### config.mk
export PLATFORM = sky130hd
export DESIGN_NAME = seg_scan_display
export DESIGN_NICKNAME = d
export VERILOG_FILES = /design/src/rtl/seg_scan_display.sv
export SDC_FILE = /design/constraint.sdc
export NUM_CORES = 1
export LEC_CHECK = 0
export BUFFER_PORTS_ARGS = -buffer_cell sky130_fd_sc_hd__buf_2
export CORE_MARGIN = 4
export CORE_UTILIZATION = 50
export CTS_CLUSTER_DIAMETER = 150
export DETAILED_ROUTE_END_ITERATION = 12
export PLACE_DENSITY_LB_ADDON = 0.12
export SLEW_MARGIN = 0
export SYNTH_ARGS = -nofsm -noshare
export SYNTH_HDL_FRONTEND = slang
export SYNTH_SLANG_ARGS = --single-unit
### constraint.sdc
create_clock -name clk -period 2.66 [get_ports clk]
set_clock_uncertainty 0.15 [all_clocks]
set_input_delay 0.399 -clock clk [delete_from_list [all_inputs] [get_ports clk]]
set_output_delay 0.399 -clock clk [all_outputs]
set_load 0.005 [all_outputs]
### src/rtl/seg_scan_display.sv
// seg_scan_display: time-multiplexed 6-digit seven-segment scanner for PC byte and write-back halfword.
module seg_scan_display #(
  parameter int SCAN_DIV = 50000,
  parameter int DEAD     = 2,
  parameter int BLANK_LZ = 1
) (
  input  logic        clk,
  input  logic        rst,
  input  logic        load,
  input  logic        hold,
  input  logic [7:0]  pc_val,
  input  logic [15:0] wb_val,
  output logic [6:0]  seg,
  output logic [5:0]  an,
  output logic        dp
);
  localparam int CW = (SCAN_DIV > 2) ? $clog2(SCAN_DIV) : 1;
  localparam logic [6:0] HEX [16] = '{
    7'b1000000, 7'b1111001, 7'b0100100, 7'b0110000,
    7'b0011001, 7'b0010010, 7'b0000010, 7'b1111000,
    7'b0000000, 7'b0010000, 7'b0001000, 7'b0000011,
    7'b1000110, 7'b0100001, 7'b0000110, 7'b0001110
  };
  logic [CW-1:0] scanCnt;
  logic [2:0]    digitIdx;
  logic [7:0]    shadowPc;
  logic [15:0]   shadowWb;
  logic [3:0]    nibble;
  logic          blankDigit;
  logic          deadTime;
  logic          wrap;
  assign wrap     = scanCnt == CW'(SCAN_DIV - 1);
  assign deadTime = int'(scanCnt) < DEAD;
  assign nibble = digitIdx == 3'd0 ? shadowPc[7:4]   :
                  digitIdx == 3'd1 ? shadowPc[3:0]   :
                  digitIdx == 3'd2 ? shadowWb[15:12] :
                  digitIdx == 3'd3 ? shadowWb[11:8]  :
                  digitIdx == 3'd4 ? shadowWb[7:4]   : shadowWb[3:0];
  // Blanking looks at every more-significant nibble of the same group
  assign blankDigit = (BLANK_LZ != 0) && (
                      digitIdx == 3'd0 ? shadowPc[7:4] == 4'h0    :
                      digitIdx == 3'd2 ? shadowWb[15:12] == 4'h0  :
                      digitIdx == 3'd3 ? shadowWb[15:8] == 8'h00  :
                      digitIdx == 3'd4 ? shadowWb[15:4] == 12'h000 : 1'b0);
  always_ff @(posedge clk) begin
    if (!rst) begin
      shadowPc <= '0;
      shadowWb <= '0;
      scanCnt  <= '0;
      digitIdx <= '0;
    end else begin
      if (load && !hold) begin
        shadowPc <= pc_val;
        shadowWb <= wb_val;
      end
      scanCnt <= wrap ? '0 : scanCnt + 1'b1;
      if (wrap) digitIdx <= digitIdx == 3'd5 ? 3'd0 : digitIdx + 3'd1;
    end
  end
  always_ff @(posedge clk) begin
    if (!rst) begin
      seg <= '1;
      an  <= '1;
      dp  <= 1'b1;
    end else begin
      an  <= deadTime ? 6'b111111 : ~(6'b000001 << digitIdx);
      seg <= (deadTime || blankDigit) ? 7'b1111111 : HEX[nibble];
      dp  <= deadTime || digitIdx != 3'd1;
    end
  end
endmodule

==> report_table.html, run 1 <==
<table>
<tr><th>Metric</th><th>Value</th></tr>
<tr><th colspan="2">Routing</th></tr>
<tr><td>DRC viols</td><td>0</td></tr>
<tr><td>Via-per-instance ratio</td><td>about 5</td></tr>
<tr><td>DR WL/cell</td><td>between 10 and 15 um</td></tr>
<tr><td>WL final</td><td>roughly 5500 um</td></tr>
<tr><td>Initial DRC Count</td><td>a little over 90</td></tr>
<tr><td>Drt first pass iters</td><td>6</td></tr>
<tr><td>Count of vias placed by the detailed router</td><td>around 2200</td></tr>
<tr><td>Antenna viol nets, final</td><td>0</td></tr>
<tr><th colspan="2">Floorplanning</th></tr>
<tr><td>Die Wd</td><td>about 81 um</td></tr>
<tr><td>Die Footprint</td><td>~6600 sq um</td></tr>
<tr><td>Core area</td><td>around 5000 sq um</td></tr>
<tr><td>Starting density of the core</td><td>between 50% and 60%</td></tr>
<tr><td>Number of placement rows</td><td>26</td></tr>
<tr><td>Overall die height</td><td>roughly 80 um</td></tr>
<tr><td>Number of top-level design ports</td><td>42</td></tr>
<tr><th colspan="2">Yosys</th></tr>
<tr><td>YS warnings</td><td>0</td></tr>
<tr><td>Synth Net Count</td><td>352</td></tr>
<tr><td>Seq cells post-synth</td><td>57</td></tr>
<tr><td>Main synth FF type</td><td>sky130_fd_sc_hd__dfxtp_1</td></tr>
<tr><td>Synthesized area divided by synthesized cell count</td><td>between 8 and 9 sq um</td></tr>
<tr><td>Post-synthesis instance area</td><td>around 2700 sq um</td></tr>
<tr><td>Cell taking the most area after synthesis</td><td>sky130_fd_sc_hd__dfxtp_1</td></tr>
<tr><td>Cell count after synthesis</td><td>~320</td></tr>
<tr><td>Number of flops mapped to enable cells by yosys</td><td>0</td></tr>
<tr><td>Portion of synthesized cell area occupied by the leading cell type</td><td>42.8%</td></tr>
<tr><td>Seq/Total Area, Yosys</td><td>between 40% and 50%</td></tr>
<tr><td>Share of synthesized flip-flops with an asynchronous set or reset</td><td>0%</td></tr>
<tr><td>Area contributors post-synth</td><td>sky130_fd_sc_hd__dfxtp_1 (43%), sky130_fd_sc_hd__nand2_1 (10%), sky130_fd_sc_hd__a21boi_0 (7.3%), sky130_fd_sc_hd__ha_1 (3.8%), sky130_fd_sc_hd__nor2_1 (3.7%)</td></tr>
<tr><td>Count of different cell masters after synthesis</td><td>48</td></tr>
<tr><th colspan="2">Setup path</th></tr>
<tr><td>Cell-by-cell listing of the critical path</td><td>buf_4 -&gt; or3b_4 -&gt; or3_1 -&gt; a32oi_2 -&gt; ha_1 -&gt; mux2_1 -&gt; a32oi_1 -&gt; nand2_1</td></tr>
<tr><td>R2r startpoint</td><td>digitIdx[1]</td></tr>
<tr><td>Capturing element type of the critical path</td><td>flop</td></tr>
<tr><td>Crit Path Category</td><td>flop to flop</td></tr>
<tr><td>Required time at the worst-slack endpoint</td><td>roughly 2.7 ns</td></tr>
<tr><td>Critical path arrival</td><td>roughly 2.6 ns</td></tr>
<tr><td>Crit-path slowest cell</td><td>sky130_fd_sc_hd__or3b_4</td></tr>
<tr><td>Startpoint kind of the worst setup timing path</td><td>flop</td></tr>
<tr><td>Worst Setup SP</td><td>digitIdx[1]</td></tr>
<tr><td>Highest net fanout along the worst path</td><td>5</td></tr>
<tr><td>Delay of the slowest cell on the worst path</td><td>roughly 0.4 ns</td></tr>
<tr><th colspan="2">Global routing</th></tr>
<tr><td>Number of global-route vias before repair</td><td>2139</td></tr>
<tr><td>Initial antenna violation count</td><td>0</td></tr>
<tr><td>First-pass GRT wire length</td><td>around 9600 um</td></tr>
<tr><td>Maximum number of pins on one net before global-route repair</td><td>26</td></tr>
<tr><td>Total routing resource utilization after global routing</td><td>19.1%</td></tr>
<tr><td>GRT overflow</td><td>0</td></tr>
<tr><th colspan="2">Placed design</th></tr>
<tr><td>Global placer's final weighted congestion</td><td>a little under 0.9</td></tr>
<tr><td>Sum of net half-perimeters after detailed placement</td><td>between 4000 and 5000 um</td></tr>
<tr><td>Count of port buffers added during placement</td><td>41</td></tr>
<tr><th colspan="2">Power and ir drop</th></tr>
<tr><td>Power per standard cell area</td><td>601 nW/um^2</td></tr>
<tr><td>Maximum vdd ir drop</td><td>379 uV</td></tr>
<tr><td>Total chip power</td><td>around 2 mW</td></tr>
<tr><td>Standby leakage power</td><td>about 1.3 nW</td></tr>
<tr><th colspan="2">Clock tree</th></tr>
<tr><td>TritonCTS clock tree</td><td>done</td></tr>
<tr><td>Number of buffers inserted during clock tree synthesis</td><td>9</td></tr>
<tr><td>CTS Sinks</td><td>between 50 and 60</td></tr>
<tr><td>Root Driver</td><td>sky130_fd_sc_hd__clkbuf_8</td></tr>
<tr><td>Post-CTS Hold Fix Bufs</td><td>0</td></tr>
<tr><td>Buffer count from post-CTS setup fixing</td><td>0</td></tr>
<tr><td>Clock transition at path regs</td><td>roughly 0.060 ns</td></tr>
<tr><td>H-tree depth reported by CTS</td><td>3</td></tr>
<tr><td>Maximum count of clock buffers along a single path</td><td>2</td></tr>
<tr><td>Clock latency on the worst-skew pair</td><td>between 0.3 and 0.4 ns</td></tr>
<tr><th colspan="2">STA</th></tr>
<tr><td>Final-layout setup total negative slack</td><td>0 ns</td></tr>
<tr><td>Hold Vio Cnt, Final</td><td>0</td></tr>
<tr><td>Setup violators final</td><td>0</td></tr>
<tr><td>Tmin final</td><td>between 2 and 3 ns</td></tr>
<tr><td>Max-slew violations</td><td>0</td></tr>
<tr><td>Final cycle utilization of the critical path</td><td>a little over nine tenths</td></tr>
<tr><td>Unrepaired setup endpoints after global routing</td><td>no</td></tr>
<tr><td>Upper clock frequency limit</td><td>between 0.3 and 0.4 GHz</td></tr>
<tr><td>Transition at the pin with the smallest max-transition slack</td><td>0.556 ns</td></tr>
<tr><td>Slew Limit Headroom</td><td>around 63%</td></tr>
<tr><th colspan="2">Finish</th></tr>
<tr><td>Area taken by multi-input logic gates</td><td>1410 sq um</td></tr>
<tr><td>Leading cell types in the layout, fill and taps excluded</td><td>sky130_fd_sc_hd__nand2_1 (71), sky130_fd_sc_hd__dfxtp_1 (57), sky130_fd_sc_hd__buf_2 (41), sky130_fd_sc_hd__nor2_1 (26), sky130_fd_sc_hd__a21boi_0 (26)</td></tr>
<tr><td>Final #Nets</td><td>407</td></tr>
<tr><td>Storage cell area</td><td>around 1100 sq um</td></tr>
<tr><td>Layout cells sized above 1</td><td>around 22%</td></tr>
<tr><td>Most common library cell in the layout ignoring fill and taps</td><td>sky130_fd_sc_hd__nand2_1</td></tr>
<tr><td>Fillers</td><td>491</td></tr>
<tr><td>P&amp;R area growth vs syn</td><td>22.1%</td></tr>
<tr><td>Number of antenna cells inserted</td><td>0</td></tr>
<tr><th colspan="2">Outcome</th></tr>
<tr><td>Run status</td><td>finished, final reports clean</td></tr>
<tr><th colspan="2">Job</th></tr>
<tr><td>Number of max-cap violations</td><td>0</td></tr>
<tr><th colspan="2">Min path</th></tr>
<tr><td>Hold Crit Start</td><td>wb_val[10]</td></tr>
<tr><td>Worst hold path class</td><td>input port to flop</td></tr>
</table>
-- sequential cells by signal, summed over array words and instances, names as in the netlist --
name,cells
an,6
digitIdx,3
dp,1
scanCnt,16
seg,7
shadowPc,8
shadowWb,16
-- power by group --
| group | switching, mW | internal [mW] |
|---|---|---|
| Sequential | 0.0172 | 0.880 |
| Clock | 0.321 | 0.599 |
| Combinational | 0.0734 | 0.0664 |
-- worst max-delay path, delay by kind of cell, from the launching register on --
| family | cells | cell delay, ns |
|---|---|---|
| mux | 1 | 0.28 |
| buf+inv | 1 | 0.15 |
| fa+ha+maj | 1 | 0.29 |
| flops | 1 | 0.32 |
| simple gates | 3 | 0.81 |
| compound gates | 2 | 0.41 |
-- per-layer routing --
layer	GRT usage, %	part of all wire (%)	wire (um)	up-vias
li1	-	-	-	1191
met1	23.9	47	2600	979
met2	30.3	45	2490	55
met4	7.09	1.0	55	0
met5	0	0	0	-
met3	6.87	6.6	366	6
-- cell families after synthesis --
family | after synthesis | synth area share [%]
compound gates | 60 | 17.0
xor+xnor | 15 | 4.93
fa+ha+maj | 8 | 3.75
buf+inv | 25 | 4.27
flops | 57 | 42.8
mux | 6 | 2.30
simple gates | 145 | 25.0
-- final cells by class --
| cell class | instances | share of cell area [%] |
|---|---|---|
| repair buffers | 61 | 10.9 |
| clock inverters | 2 | 1.84 |
| multi-input cells | 234 | 43.4 |
| flip-flops and latches | 57 | 35.0 |
| inverters | 8 | 0.922 |
| well taps | 70 | 2.69 |
| clock buffers | 13 | 5.19 |
-- timing repair --
| action | CTS | global route |
|---|---|---|
| hold endpoints to repair | 0 | 0 |
| setup endpoints to repair | 0 | 5 |
| gates resized for setup | 0 | 1 |
-- Yosys cell counts (2+ instances only) --
cell	count
sky130_fd_sc_hd__nor3_1	3
sky130_fd_sc_hd__clkbuf_1	11
sky130_fd_sc_hd__a21oi_1	3
sky130_fd_sc_hd__o21ai_1	2
sky130_fd_sc_hd__nand2_1	71
sky130_fd_sc_hd__nor4_1	7
sky130_fd_sc_hd__nand3b_1	3
sky130_fd_sc_hd__a21boi_0	26
sky130_fd_sc_hd__buf_2	4
sky130_fd_sc_hd__o21ai_0	6
sky130_fd_sc_hd__nand2b_1	2
sky130_fd_sc_hd__inv_1	6
sky130_fd_sc_hd__buf_6	2
sky130_fd_sc_hd__xnor2_1	6
sky130_fd_sc_hd__o32a_1	2
sky130_fd_sc_hd__o22ai_1	2
sky130_fd_sc_hd__or3_1	2
sky130_fd_sc_hd__dfxtp_1	57
sky130_fd_sc_hd__o21a_1	2
sky130_fd_sc_hd__nor2_1	26
sky130_fd_sc_hd__nand3_1	10
sky130_fd_sc_hd__o2bb2ai_1	2
sky130_fd_sc_hd__xor2_1	9
sky130_fd_sc_hd__nor3b_1	2
sky130_fd_sc_hd__nor2b_1	2
sky130_fd_sc_hd__o211ai_1	4
sky130_fd_sc_hd__and2_1	5
sky130_fd_sc_hd__ha_1	8
sky130_fd_sc_hd__mux2i_1	5
sky130_fd_sc_hd__and3_1	8
-- per-stage QoR --
step                setup WS (ns)  std cells  utilization [%]  area [sq um]  hold WS, ns
floorplan                  0.0438        316                -          2670        0.263
global placement            0.170        430             58.9          3030        0.278
detailed placement          0.107        430             58.9          3030        0.291
CTS                        0.0720        445             63.3          3250        0.143
global route               0.0337        445             63.4          3260        0.149
finish                      0.117        445             63.4          3260        0.157
-- final timing paths --
path                                     end  slack, ns  cells past startpoint
worst max-delay path                  seg[1]       0.12                      8
worst min-delay path            shadowWb[10]       0.16                      3
worst max register to register        seg[1]       0.12                      8
worst min register to register    scanCnt[0]       0.30                      1
(Power assumes the default switching activity.)
==> run 2, diff against run 1 <==
--- a/config.mk
+++ b/config.mk
@@ -10,6 +10,7 @@
 export CORE_UTILIZATION = 50
 export CTS_CLUSTER_DIAMETER = 150
 export DETAILED_ROUTE_END_ITERATION = 12
+export GPL_TIMING_DRIVEN = 0
 export PLACE_DENSITY_LB_ADDON = 0.12
 export SLEW_MARGIN = 0
 export SYNTH_ARGS = -nofsm -noshare
==> report_table.html, run 2 (synthesis results as in run 1) <==
<table>
<tr><th>Metric</th><th>Value</th></tr>
<tr><th colspan="2">Outcome</th></tr>
<tr><td>Run status</td><td>complete, but fails checks</td></tr>
<tr><td>Failing checks</td><td>setup timing</td></tr>
<tr><th colspan="2">Power and ir drop</th></tr>
<tr><td>Maximum vdd ir drop</td><td>450 uV (+19%)</td></tr>
<tr><td>Total chip power</td><td>1.78 mW (-9.3%)</td></tr>
<tr><td>Standby leakage power</td><td>1.28 nW (-1.2%)</td></tr>
<tr><td>Power per standard cell area</td><td>538 nW/um^2 (-10%)</td></tr>
<tr><th colspan="2">Finish</th></tr>
<tr><td>Regs by FF count</td><td>scanCnt: 16 flops, shadowWb: 16 flops, shadowPc: 8 flops</td></tr>
<tr><td>Number of antenna cells inserted</td><td>0 (unchanged)</td></tr>
<tr><td>Number of non-filler instances in the completed layout</td><td>454 (+2.0%)</td></tr>
<tr><td>Layout cells sized above 1</td><td>24.2% (+2.6 points)</td></tr>
<tr><td>P&amp;R area growth vs syn</td><td>23.8%</td></tr>
<tr><td>Util after Layout</td><td>64.2% (+0.88 points)</td></tr>
<tr><td>Area taken by multi-input logic gates</td><td>1480 sq um (+4.4%)</td></tr>
<tr><td>Fillers</td><td>491 (unchanged)</td></tr>
<tr><td>Leading cell types in the layout, fill and taps excluded</td><td>sky130_fd_sc_hd__nand2_1 (71), sky130_fd_sc_hd__dfxtp_1 (55), sky130_fd_sc_hd__buf_2 (43), sky130_fd_sc_hd__a21boi_0 (26), sky130_fd_sc_hd__nor2_1 (24)</td></tr>
<tr><td>Final #Nets</td><td>415 (+2.0%)</td></tr>
<tr><td>Storage cell area</td><td>1140 sq um (+0.22%)</td></tr>
<tr><td>Most common library cell in the layout ignoring fill and taps</td><td>sky130_fd_sc_hd__nand2_1</td></tr>
<tr><th colspan="2">Global routing</th></tr>
<tr><td>Number of global-route vias before repair</td><td>2084 (-2.6%)</td></tr>
<tr><td>Maximum number of pins on one net before global-route repair</td><td>11 (-58%)</td></tr>
<tr><td>First-pass GRT wire length</td><td>9450 um (-1.7%)</td></tr>
<tr><td>Total routing resource utilization after global routing</td><td>18.6% (-0.51 points)</td></tr>
<tr><td>GRT overflow</td><td>0 (unchanged)</td></tr>
<tr><td>Initial antenna violation count</td><td>0 (unchanged)</td></tr>
<tr><th colspan="2">Job</th></tr>
<tr><td>Number of max-cap violations</td><td>0 (unchanged)</td></tr>
<tr><th colspan="2">Clock tree</th></tr>
<tr><td>Post-CTS Hold Fix Bufs</td><td>0 (unchanged)</td></tr>
<tr><td>Root Driver</td><td>sky130_fd_sc_hd__clkbuf_8</td></tr>
<tr><td>Clock transition at path regs</td><td>0.07 ns (about the same)</td></tr>
<tr><td>TritonCTS clock tree</td><td>done</td></tr>
<tr><td>Maximum count of clock buffers along a single path</td><td>2 (unchanged)</td></tr>
<tr><td>Number of buffers inserted during clock tree synthesis</td><td>9 (unchanged)</td></tr>
<tr><td>Clock latency on the worst-skew pair</td><td>0.34 ns (about the same)</td></tr>
<tr><td>H-tree depth reported by CTS</td><td>3 (unchanged)</td></tr>
<tr><td>CTS Sinks</td><td>57 (unchanged)</td></tr>
<tr><th colspan="2">Setup path</th></tr>
<tr><td>Worst reg-to-reg path cell count</td><td>8 (unchanged)</td></tr>
<tr><td>Highest net fanout along the worst path</td><td>7 (+2)</td></tr>
<tr><td>Crit Path Category</td><td>flop to flop</td></tr>
<tr><td>Capture instance of the worst register-to-register path</td><td>seg[1]</td></tr>
<tr><td>Reg2reg setup slack</td><td>-0.003 ns (-0.12 ns)</td></tr>
<tr><td>Critical path arrival</td><td>2.69 ns (+0.08 ns)</td></tr>
<tr><td>R2r startpoint</td><td>digitIdx[1]</td></tr>
<tr><td>Startpoint kind of the worst setup timing path</td><td>flop</td></tr>
<tr><td>Capturing element type of the critical path</td><td>flop</td></tr>
<tr><td>Required time at the worst-slack endpoint</td><td>2.69 ns (-0.04 ns)</td></tr>
<tr><th colspan="2">Routing</th></tr>
<tr><td>Antenna viol nets, final</td><td>0 (unchanged)</td></tr>
<tr><td>DR WL/cell</td><td>12.7 um (+2.5%)</td></tr>
<tr><td>Via-per-instance ratio</td><td>5.17 (+3.1%)</td></tr>
<tr><td>Count of vias placed by the detailed router</td><td>2346 (+5.2%)</td></tr>
<tr><td>DRC viols</td><td>0 (unchanged)</td></tr>
<tr><td>Initial DRC Count</td><td>112 (+22%)</td></tr>
<tr><td>Drt first pass iters</td><td>4 (-2)</td></tr>
<tr><td>WL final</td><td>5760 um (+4.6%)</td></tr>
<tr><th colspan="2">STA</th></tr>
<tr><td>Final cycle utilization of the critical path</td><td>100% (+4.5 points)</td></tr>
<tr><td>Upper clock frequency limit</td><td>0.376 GHz (-4.5%)</td></tr>
<tr><td>Hold Vio Cnt, Final</td><td>0 (unchanged)</td></tr>
<tr><td>Slew Limit Headroom</td><td>35.1% (-28 points)</td></tr>
<tr><td>Unrepaired setup endpoints after global routing</td><td>yes</td></tr>
<tr><td>Transition at the pin with the smallest max-transition slack</td><td>0.968 ns (+0.411 ns)</td></tr>
<tr><td>Max-slew violations</td><td>0 (unchanged)</td></tr>
<tr><td>Setup violators final</td><td>1 (+1)</td></tr>
<tr><td>Setup WS post-layout</td><td>-0.00277 ns (-0.120 ns)</td></tr>
<tr><td>Tmin final</td><td>2.66 ns (+0.120 ns)</td></tr>
<tr><th colspan="2">Floorplanning</th></tr>
<tr><td>Starting density of the core</td><td>51.9% (unchanged)</td></tr>
<tr><td>Number of top-level design ports</td><td>42 (unchanged)</td></tr>
<tr><td>Number of placement rows</td><td>26 (unchanged)</td></tr>
<tr><td>Die Wd</td><td>81.0 um (unchanged)</td></tr>
<tr><td>Overall die height</td><td>81.0 um (unchanged)</td></tr>
<tr><td>Die Footprint</td><td>6570 sq um (unchanged)</td></tr>
<tr><td>Core area</td><td>5140 sq um (unchanged)</td></tr>
<tr><th colspan="2">Min path</th></tr>
<tr><td>Hold Crit Start</td><td>wb_val[9]</td></tr>
<tr><td>Hold EP</td><td>shadowWb[9]</td></tr>
<tr><td>Worst hold path class</td><td>input port to flop</td></tr>
<tr><td>WHS Path Cells</td><td>3 (unchanged)</td></tr>
<tr><th colspan="2">Placed design</th></tr>
<tr><td>Placed instance count</td><td>427 (-0.70%)</td></tr>
<tr><td>Global placer's final weighted congestion</td><td>0.893 (+2.6%)</td></tr>
<tr><td>Placement Setup Slack</td><td>-0.248 ns (-0.356 ns)</td></tr>
<tr><td>Sum of net half-perimeters after detailed placement</td><td>4090 um (+0.23%)</td></tr>
<tr><td>Count of port buffers added during placement</td><td>41 (unchanged)</td></tr>
</table>
## run 2: through the flow
stage	hold slack, ns	area [sq um]	setup TNS [ns]
after detailed placement	0.288	2960	-0.652
after CTS	0.150	3190	0
after floorplan	0.263	2670	0
final	0.156	3300	-0.00277
after global placement	0.279	2960	-0.671
after global routing	0.146	3300	-0.0606
## run 2: what timing repair did
item | CTS | global route
gates cloned | 0 | 0
pin swaps | 2 | 6
gates resized for setup | 6 | 17
buffers inserted | 2 | 9
endpoints found under the setup margin | 5 | 5
## run 2: metal layers
metal | GRT usage [%] | vias to the layer above | part of all wire [%]
met5 | 0 | - | 0
met4 | 8.95 | 0 | 1.8
met3 | 4.32 | 10 | 4.8
met2 | 28.1 | 61 | 45
met1 | 25.1 | 1063 | 48
li1 | - | 1212 | -
## run 2: layout make-up
type | instances | area share [%]
multi-input cells | 234 | 44.7
flip-flops and latches | 57 | 34.6
repair buffers | 52 | 8.72
clock buffers | 11 | 4.59
plain buffers | 17 | 2.80
well taps | 70 | 2.65
inverters | 8 | 0.985
clock inverters | 5 | 0.909
## run 2: where the power goes
| part | leakage [nW] | switching, mW | internal, mW |
|---|---|---|---|
| combinational | 0.721 | 0.0779 | 0.0729 |
| sequential | 0.465 | 0.0173 | 0.880 |
| clock | 0.0911 | 0.346 | 0.383 |
| total | 1.28 | 0.441 | 1.34 |
## run 2: critical path, stage by stage (launching register included)
cell and delay [ns]:
sky130_fd_sc_hd__dfxtp_2 0.32, sky130_fd_sc_hd__buf_6 0.13, sky130_fd_sc_hd__or3b_4 0.42, sky130_fd_sc_hd__or3_4 0.39
sky130_fd_sc_hd__a32oi_4 0.29, sky130_fd_sc_hd__ha_1 0.29, sky130_fd_sc_hd__mux2_4 0.28, sky130_fd_sc_hd__a32oi_2 0.17
sky130_fd_sc_hd__nand2_1 0.07
## run 2: how the worst max path moves through the flow
| stage | start | endpoint | slack [ns] | depth (start not counted) |
|---|---|---|---|---|
| floorplan | digitIdx[1] | seg[1] | 0.04 | 9 |
| global placement | digitIdx[2] | seg[1] | -0.27 | 8 |
| detailed placement | digitIdx[2] | seg[1] | -0.25 | 8 |
| finish | digitIdx[1] | seg[1] | -0.003 | 8 |
| global route | digitIdx[1] | seg[1] | -0.06 | 8 |
| CTS | digitIdx[1] | seg[1] | 0.02 | 9 |
